### src/rtl/adder_pkg.sv
// Shared constants and configuration helpers for the carry-pipelined adder.
package adder_pkg;

  localparam logic ADD = 1'b0;
  localparam logic SUB = 1'b1;

  function automatic int chunk_of(input int width, input int stages);
    return width / stages;
  endfunction

  function automatic bit width_ok(input int width, input int stages);
    return (stages >= 1) && ((width % stages) == 0);
  endfunction

endpackage

### src/rtl/adder_pipe_seg.sv
// One CHUNK-bit slice of the pipelined adder: registered sum chunk, carry-out
// and valid bit, all frozen while the pipeline is stalled.
module adder_pipe_seg
  import adder_pkg::*;
#(
  parameter int CHUNK = 8
) (
  input  logic             clk,
  input  logic             rst,
  input  logic             adv,
  input  logic             valid,
  input  logic [CHUNK-1:0] a,
  input  logic [CHUNK-1:0] b,
  input  logic             ci,
  output logic [CHUNK-1:0] s_r,
  output logic             co_r,
  output logic             valid_r
);

  logic [CHUNK:0] total_s;

  // Chunk sum including the carry handed up from the stage below.
  always_comb begin
    total_s = {1'b0, a} + {1'b0, b} + {{CHUNK{1'b0}}, ci};
  end

  // Stage register; bubbles still load but keep valid_r low.
  always_ff @(posedge clk) begin
    if (rst) begin
      s_r     <= {CHUNK{1'b0}};
      co_r    <= 1'b0;
      valid_r <= 1'b0;
    end else if (adv) begin
      s_r     <= total_s[CHUNK-1:0];
      co_r    <= total_s[CHUNK];
      valid_r <= valid;
    end
  end

endmodule

### src/rtl/adder_pipe.sv
// Carry-pipelined WIDTH-bit adder/subtractor with valid/ready on both sides.
// Upper operand chunks are skewed in, lower result chunks de-skewed out.
module adder_pipe
  import adder_pkg::*;
#(
  parameter int WIDTH  = 32,
  parameter int STAGES = 4
) (
  input  logic             clk,
  input  logic             rst,
  input  logic             in_valid,
  output logic             in_ready,
  input  logic [WIDTH-1:0] in1,
  input  logic [WIDTH-1:0] in2,
  input  logic             cin,
  input  logic             sub,
  output logic             out_valid,
  input  logic             out_ready,
  output logic [WIDTH-1:0] sum,
  output logic             cout,
  output logic             ovf
);

  localparam int CHUNK = chunk_of(WIDTH, STAGES);

  if (!width_ok(WIDTH, STAGES)) begin : g_bad_cfg
    $error("adder_pipe: WIDTH must be a non-zero multiple of STAGES");
  end

  logic              adv_s;
  logic [WIDTH-1:0]  b_eff_s;
  logic              c0_s;
  logic [STAGES-1:0] carry_s;
  logic [STAGES-1:0] valid_s;
  logic [WIDTH-1:0]  sum_s;
  logic              top_a_msb_s;
  logic              top_b_msb_s;
  logic [1:0]        top_msb_r;

  // Stall control and operand conditioning for subtraction.
  always_comb begin
    adv_s   = !valid_s[STAGES-1] || out_ready;
    b_eff_s = (sub == SUB) ? ~in2 : in2;
    c0_s    = (sub == SUB) ? ~cin : cin;
  end

  for (genvar k = 0; k < STAGES; k++) begin : g_stage
    logic [CHUNK-1:0] a_s;
    logic [CHUNK-1:0] b_s;
    logic             ci_s;
    logic             vin_s;
    logic [CHUNK-1:0] s_s;

    if (k == 0) begin : g_head
      assign a_s   = in1[CHUNK-1:0];
      assign b_s   = b_eff_s[CHUNK-1:0];
      assign ci_s  = c0_s;
      assign vin_s = in_valid;
    end else begin : g_skew
      logic [CHUNK-1:0] a_sk_r [k];
      logic [CHUNK-1:0] b_sk_r [k];

      // Delay chunk k by k cycles so it meets the carry from the stage below.
      always_ff @(posedge clk) begin
        if (rst) begin
          for (int j = 0; j < k; j++) begin
            a_sk_r[j] <= {CHUNK{1'b0}};
            b_sk_r[j] <= {CHUNK{1'b0}};
          end
        end else if (adv_s) begin
          a_sk_r[0] <= in1[k*CHUNK +: CHUNK];
          b_sk_r[0] <= b_eff_s[k*CHUNK +: CHUNK];
          for (int j = 1; j < k; j++) begin
            a_sk_r[j] <= a_sk_r[j-1];
            b_sk_r[j] <= b_sk_r[j-1];
          end
        end
      end

      assign a_s   = a_sk_r[k-1];
      assign b_s   = b_sk_r[k-1];
      assign ci_s  = carry_s[k-1];
      assign vin_s = valid_s[k-1];
    end

    adder_pipe_seg #(.CHUNK(CHUNK)) u_seg (
      .clk     (clk),
      .rst     (rst),
      .adv     (adv_s),
      .valid   (vin_s),
      .a       (a_s),
      .b       (b_s),
      .ci      (ci_s),
      .s_r     (s_s),
      .co_r    (carry_s[k]),
      .valid_r (valid_s[k])
    );

    if (k == STAGES-1) begin : g_tail
      assign sum_s[k*CHUNK +: CHUNK] = s_s;
      assign top_a_msb_s             = a_s[CHUNK-1];
      assign top_b_msb_s             = b_s[CHUNK-1];
    end else begin : g_deskew
      logic [CHUNK-1:0] s_dsk_r [STAGES-1-k];

      // Hold finished low chunks until the top chunk catches up.
      always_ff @(posedge clk) begin
        if (rst) begin
          for (int j = 0; j < STAGES-1-k; j++) begin
            s_dsk_r[j] <= {CHUNK{1'b0}};
          end
        end else if (adv_s) begin
          s_dsk_r[0] <= s_s;
          for (int j = 1; j < STAGES-1-k; j++) begin
            s_dsk_r[j] <= s_dsk_r[j-1];
          end
        end
      end

      assign sum_s[k*CHUNK +: CHUNK] = s_dsk_r[STAGES-2-k];
    end
  end

  // Operand sign bits travel alongside the top stage for the overflow flag.
  always_ff @(posedge clk) begin
    if (rst) begin
      top_msb_r <= 2'b00;
    end else if (adv_s) begin
      top_msb_r <= {top_a_msb_s, top_b_msb_s};
    end
  end

  assign in_ready  = adv_s;
  assign out_valid = valid_s[STAGES-1];
  assign sum       = sum_s;
  assign cout      = carry_s[STAGES-1];
  assign ovf       = (top_msb_r[1] == top_msb_r[0]) && (sum_s[WIDTH-1] != top_msb_r[1]);

endmodule

### config.mk
export PLATFORM = sky130hd
export DESIGN_NAME = adder_pipe
export DESIGN_NICKNAME = d
export VERILOG_FILES = /design/src/rtl/adder_pkg.sv /design/src/rtl/adder_pipe_seg.sv /design/src/rtl/adder_pipe.sv
export SDC_FILE = /design/constraint.sdc
export NUM_CORES = 1
export LEC_CHECK = 0
export ABC_AREA = 1
export BUFFER_PORTS_ARGS = -buffer_cell sky130_fd_sc_hd__buf_2
export CORE_ASPECT_RATIO = 1.2
export CORE_MARGIN = 2
export CORE_UTILIZATION = 40
export DETAILED_ROUTE_END_ITERATION = 6
export PLACE_DENSITY_LB_ADDON = 0.3
export SYNTH_ARGS = -nofsm -noshare
export SYNTH_HDL_FRONTEND = slang
export SYNTH_SLANG_ARGS = --single-unit
### constraint.sdc
create_clock -name clk -period 3.9 [get_ports clk]
set_input_delay 0.39 -clock clk [delete_from_list [all_inputs] [get_ports clk]]
set_output_delay 0.39 -clock clk [all_outputs]
set_load 0.02 [all_outputs]
==> summary.md <==
| Metric | Value |
|---|---|
| Post-Syn Area | `8605 sq um` |
| Clock share of power | `0.368` |
| # IOs | `106` |
| Fmax | `466.4 MHz` |
| Post-Route WL | `14790 um` |
| First-pass GRT wire length | `24030 um` |
| Post-synth top cells | `inv_1, nor2_1, edfxtp_1` |
| Tmin final | `2.144 ns` |
| Clock latency on the worst-skew pair | `0.43 ns` |
| Number of diodes | `0` |
| Worst r2r dst | `g_stage[2].g_skew.b_sk_r[0][13]` |
| RSZ-0062 raised after global routing | `no` |
| Top post-synthesis cells by area | `edfxtp_1, dfxtp_1, inv_1` |
| Gate power share | `0.106` |
| Vias in the first global route | `5274` |
| Num rows | `58` |
| Min-delay src | `in_valid` |
| Post-synth EDFFs | `144` |
| GR met1 Demand/Resource | `0.1548` |
| Die W | `137.9 um` |
| Post-DRT Antenna Nets | `0` |
| Chip Height | `164.7 um` |
| Post-CTS sizing | `0` |
| Area Overhead vs Synth | `13.99%` |
| Worst-Margin Slew | `0.6834 ns` |
| Seq/Total Area, Yosys | `0.6003` |
| Avg Cell Area, Syn | `9.913 sq um` |
| Core Box Area | `21050 sq um` |
| Worst Hold Endpoint | `g_stage[0].u_seg.valid_r` |
| Synth cell types | `27` |
| Routed via count | `5487` |
| Crit path capture type | `register` |
| Drt via density | `4.432` |
| Synth top area share | `0.5025` |
| Max_cap viols | `0` |
| CTS Buffer Depth | `2` |
| Clock sinks | `186` |
| Sw Ratio | `0.2526` |
| WP data arrival | `2.32 ns` |
| Root Driver | `clkbuf_16` |
| Share of cells above drive strength 1 | `0.1570` |
| Initial Util | `0.4089` |
| Post-Syn Nets | `974` |
| Slew Limit Fails | `0` |
| Remaining global-route overflow | `0` |
| Fin crit share | `0.5497` |
| Met2 usage | `0.2432` |
| Starting DRT DRC Count | `257` |
| WS Path Type | `reg -> reg` |
| Reg-to-Reg Start | `g_stage[3].u_seg.valid_r` |
| Initial antenna violation count | `1` |
| Pint | `0.003301 W` |
| Hold Fails Final Rpt | `0` |
| Hold-critical path depth | `3` |
| Post-Syn Instances | `868` |
| Hold buffers post-CTS | `0` |
| Post-CTS setup buffers | `0` |
| Worst R2R Setup Slack | `1.76 ns` |
| Setup violators final | `0` |
| VDD IR max | `334.6 uV` |
| Largest net degree at the start of global routing | `84` |
| Num CTS Buffers | `17` |
| Full die area | `22710 sq um` |
| Gr usage total | `0.1382` |
| Startpoint Class | `register` |
| Clock Skew | `0.008486 ns` |
| Clk slew on worst S/H paths | `0.07 ns` |
| Gr busiest metal | `met2` |
| DRT Pass-1 Iters | `4` |
| PwrDens | `450.3 nW/um^2` |
| Seq pwr share | `0.526` |
| Total negative setup slack | `0 ns` |
| TritonCTS clock tree | `done` |
| Ys async rst share | `0` |
| LEAKAGE | `4.643 nW` |
| Critical path peak fanout | `68` |
| Met3 Resource Use GR | `0.03100` |
| FF-to-FF path depth | `7` |
| PortBufs | `105` |
| Post-DP HPWL | `10010 um` |
| Register bit total from synthesis | `186` |
| Data required time of the worst path | `4.08 ns` |
| Area leader, netlist | `edfxtp_1` |
| H-tree depth reported by CTS | `4` |
| Rel. slew slack | `0.5444` |
| Warnings, synthesis | `0` |
| Status | `finished, final reports clean` |
| Mean routed wirelength per cell | `11.95 um` |
| Drt drc | `0` |
| Final #Nets | `1061` |
| NetSw | `0.001116 W` |
| Hold Crit Class | `in -> reg` |
| Top-count cell post-synth | `inv_1` |
| Post-synth top flop | `edfxtp_1` |
| GPL Wtd Cong | `0.8376` |
| Worst hold slack | `0.1848 ns` |
[layout by cell type (no fill, tap or decap), drive strengths merged, types with 2 or more instances in the layout]
| cell type | synthesis | layout |
|---|---|---|
| nand3 | 30 | 30 |
| inv | 172 | 178 |
| xor2 | 11 | 11 |
| clkinvlp | 0 | 2 |
| a21oi | 21 | 21 |
| ha | 28 | 28 |
| or2 | 5 | 5 |
| fa | 8 | 8 |
| dfxtp | 42 | 42 |
| o21ai | 19 | 19 |
| edfxtp | 144 | 144 |
| xnor2 | 25 | 25 |
| buf | 41 | 111 |
| nand2 | 136 | 136 |
| nor2 | 161 | 161 |
| clkbuf | 2 | 17 |
| nand3b | 9 | 9 |
| o22ai | 10 | 10 |
| clkinv | 0 | 7 |
[layout make-up]
| class | count | area, sq um |
|---|---|---|
| Clock buffer | 17 | 425.4 |
| Clock inverter | 15 | 131.4 |
| Fill cell | 2003 | 11240 |
| Inverter | 172 | 648.1 |
| Multi-Input combinational cell | 467 | 2505 |
| Sequential cell | 186 | 5165 |
| Tap cell | 270 | 337.8 |
| Timing Repair Buffer | 111 | 595.6 |
[worst max-delay path by stage]
stage | slack [ns] | endpoint | cells after the start | start
floorplan | 0.99 | g_stage[3].u_seg.valid_r | 5 | g_stage[3].u_seg.valid_r
global placement | 1.60 | g_stage[1].g_skew.b_sk_r[0][5] | 7 | out_ready
detailed placement | 1.57 | g_stage[1].g_skew.a_sk_r[0][4] | 7 | out_ready
CTS | 1.71 | g_stage[1].g_skew.a_sk_r[0][4] | 7 | g_stage[3].u_seg.valid_r
global route | 1.55 | g_stage[2].g_deskew.s_dsk_r[0][6] | 7 | g_stage[3].u_seg.valid_r
finish | 1.76 | g_stage[2].g_skew.b_sk_r[0][13] | 7 | g_stage[3].u_seg.valid_r
[power by group through the flow]
stage	Combinational [W]	Sequential [W]	Clock, W
2_1_floorplan	0.000344	0.00237	0
3_3_place_gp	0.000462	0.00236	0
3_5_place_dp	0.000470	0.00237	0
4_1_cts	0.000474	0.00232	0.00168
5_1_grt	0.000540	0.00234	0.00174
6_report	0.000467	0.00232	0.00163
[kinds of logic after synthesis]
family,synth area share
fa+ha+maj,0.05933
xor+xnor,0.03664
compound gates,0.03330
flops,0.6003
buf+inv,0.1095
simple gates,0.1610
[flip-flops by register name (all words and copies together) (netlist names)]
signal / cells
g_stage.g_deskew.s_dsk_r: 48
g_stage.g_skew.a_sk_r: 48
g_stage.g_skew.b_sk_r: 48
g_stage.u_seg.s_r: 32
g_stage.u_seg.co_r: 4
g_stage.u_seg.valid_r: 4
top_msb_r: 2
[metal layers]
layer / vias up / part of all wire
li1: 2871 / -
met1: 2482 / 0.42
met2: 98 / 0.51
met3: 34 / 0.039
met4: 2 / 0.032
met5: - / 0.00061
[through the flow]
step | utilization | setup WS [ns] | cell area, sq um | instances | total power [W]
after floorplan | - | 0.9936 | 8605 | 868 | 0.002712
after global placement | 0.4396 | 1.601 | 9251 | 1206 | 0.002825
after detailed placement | 0.4396 | 1.570 | 9251 | 1206 | 0.002838
after CTS | 0.4661 | 1.709 | 9808 | 1238 | 0.004477
after global routing | 0.4661 | 1.545 | 9808 | 1238 | 0.004621
final | 0.4661 | 1.756 | 9808 | 1238 | 0.004416
[worst max-delay path, stage by stage (launching register included)]
cell and delay [ns]:
dfxtp_1 0.33, inv_1 0.07, nor2_4 0.16, nor2_4 0.04
buf_4 0.26, inv_4 0.56, buf_4 0.39, nor2_1 0.07
(Power assumes the default switching activity.)
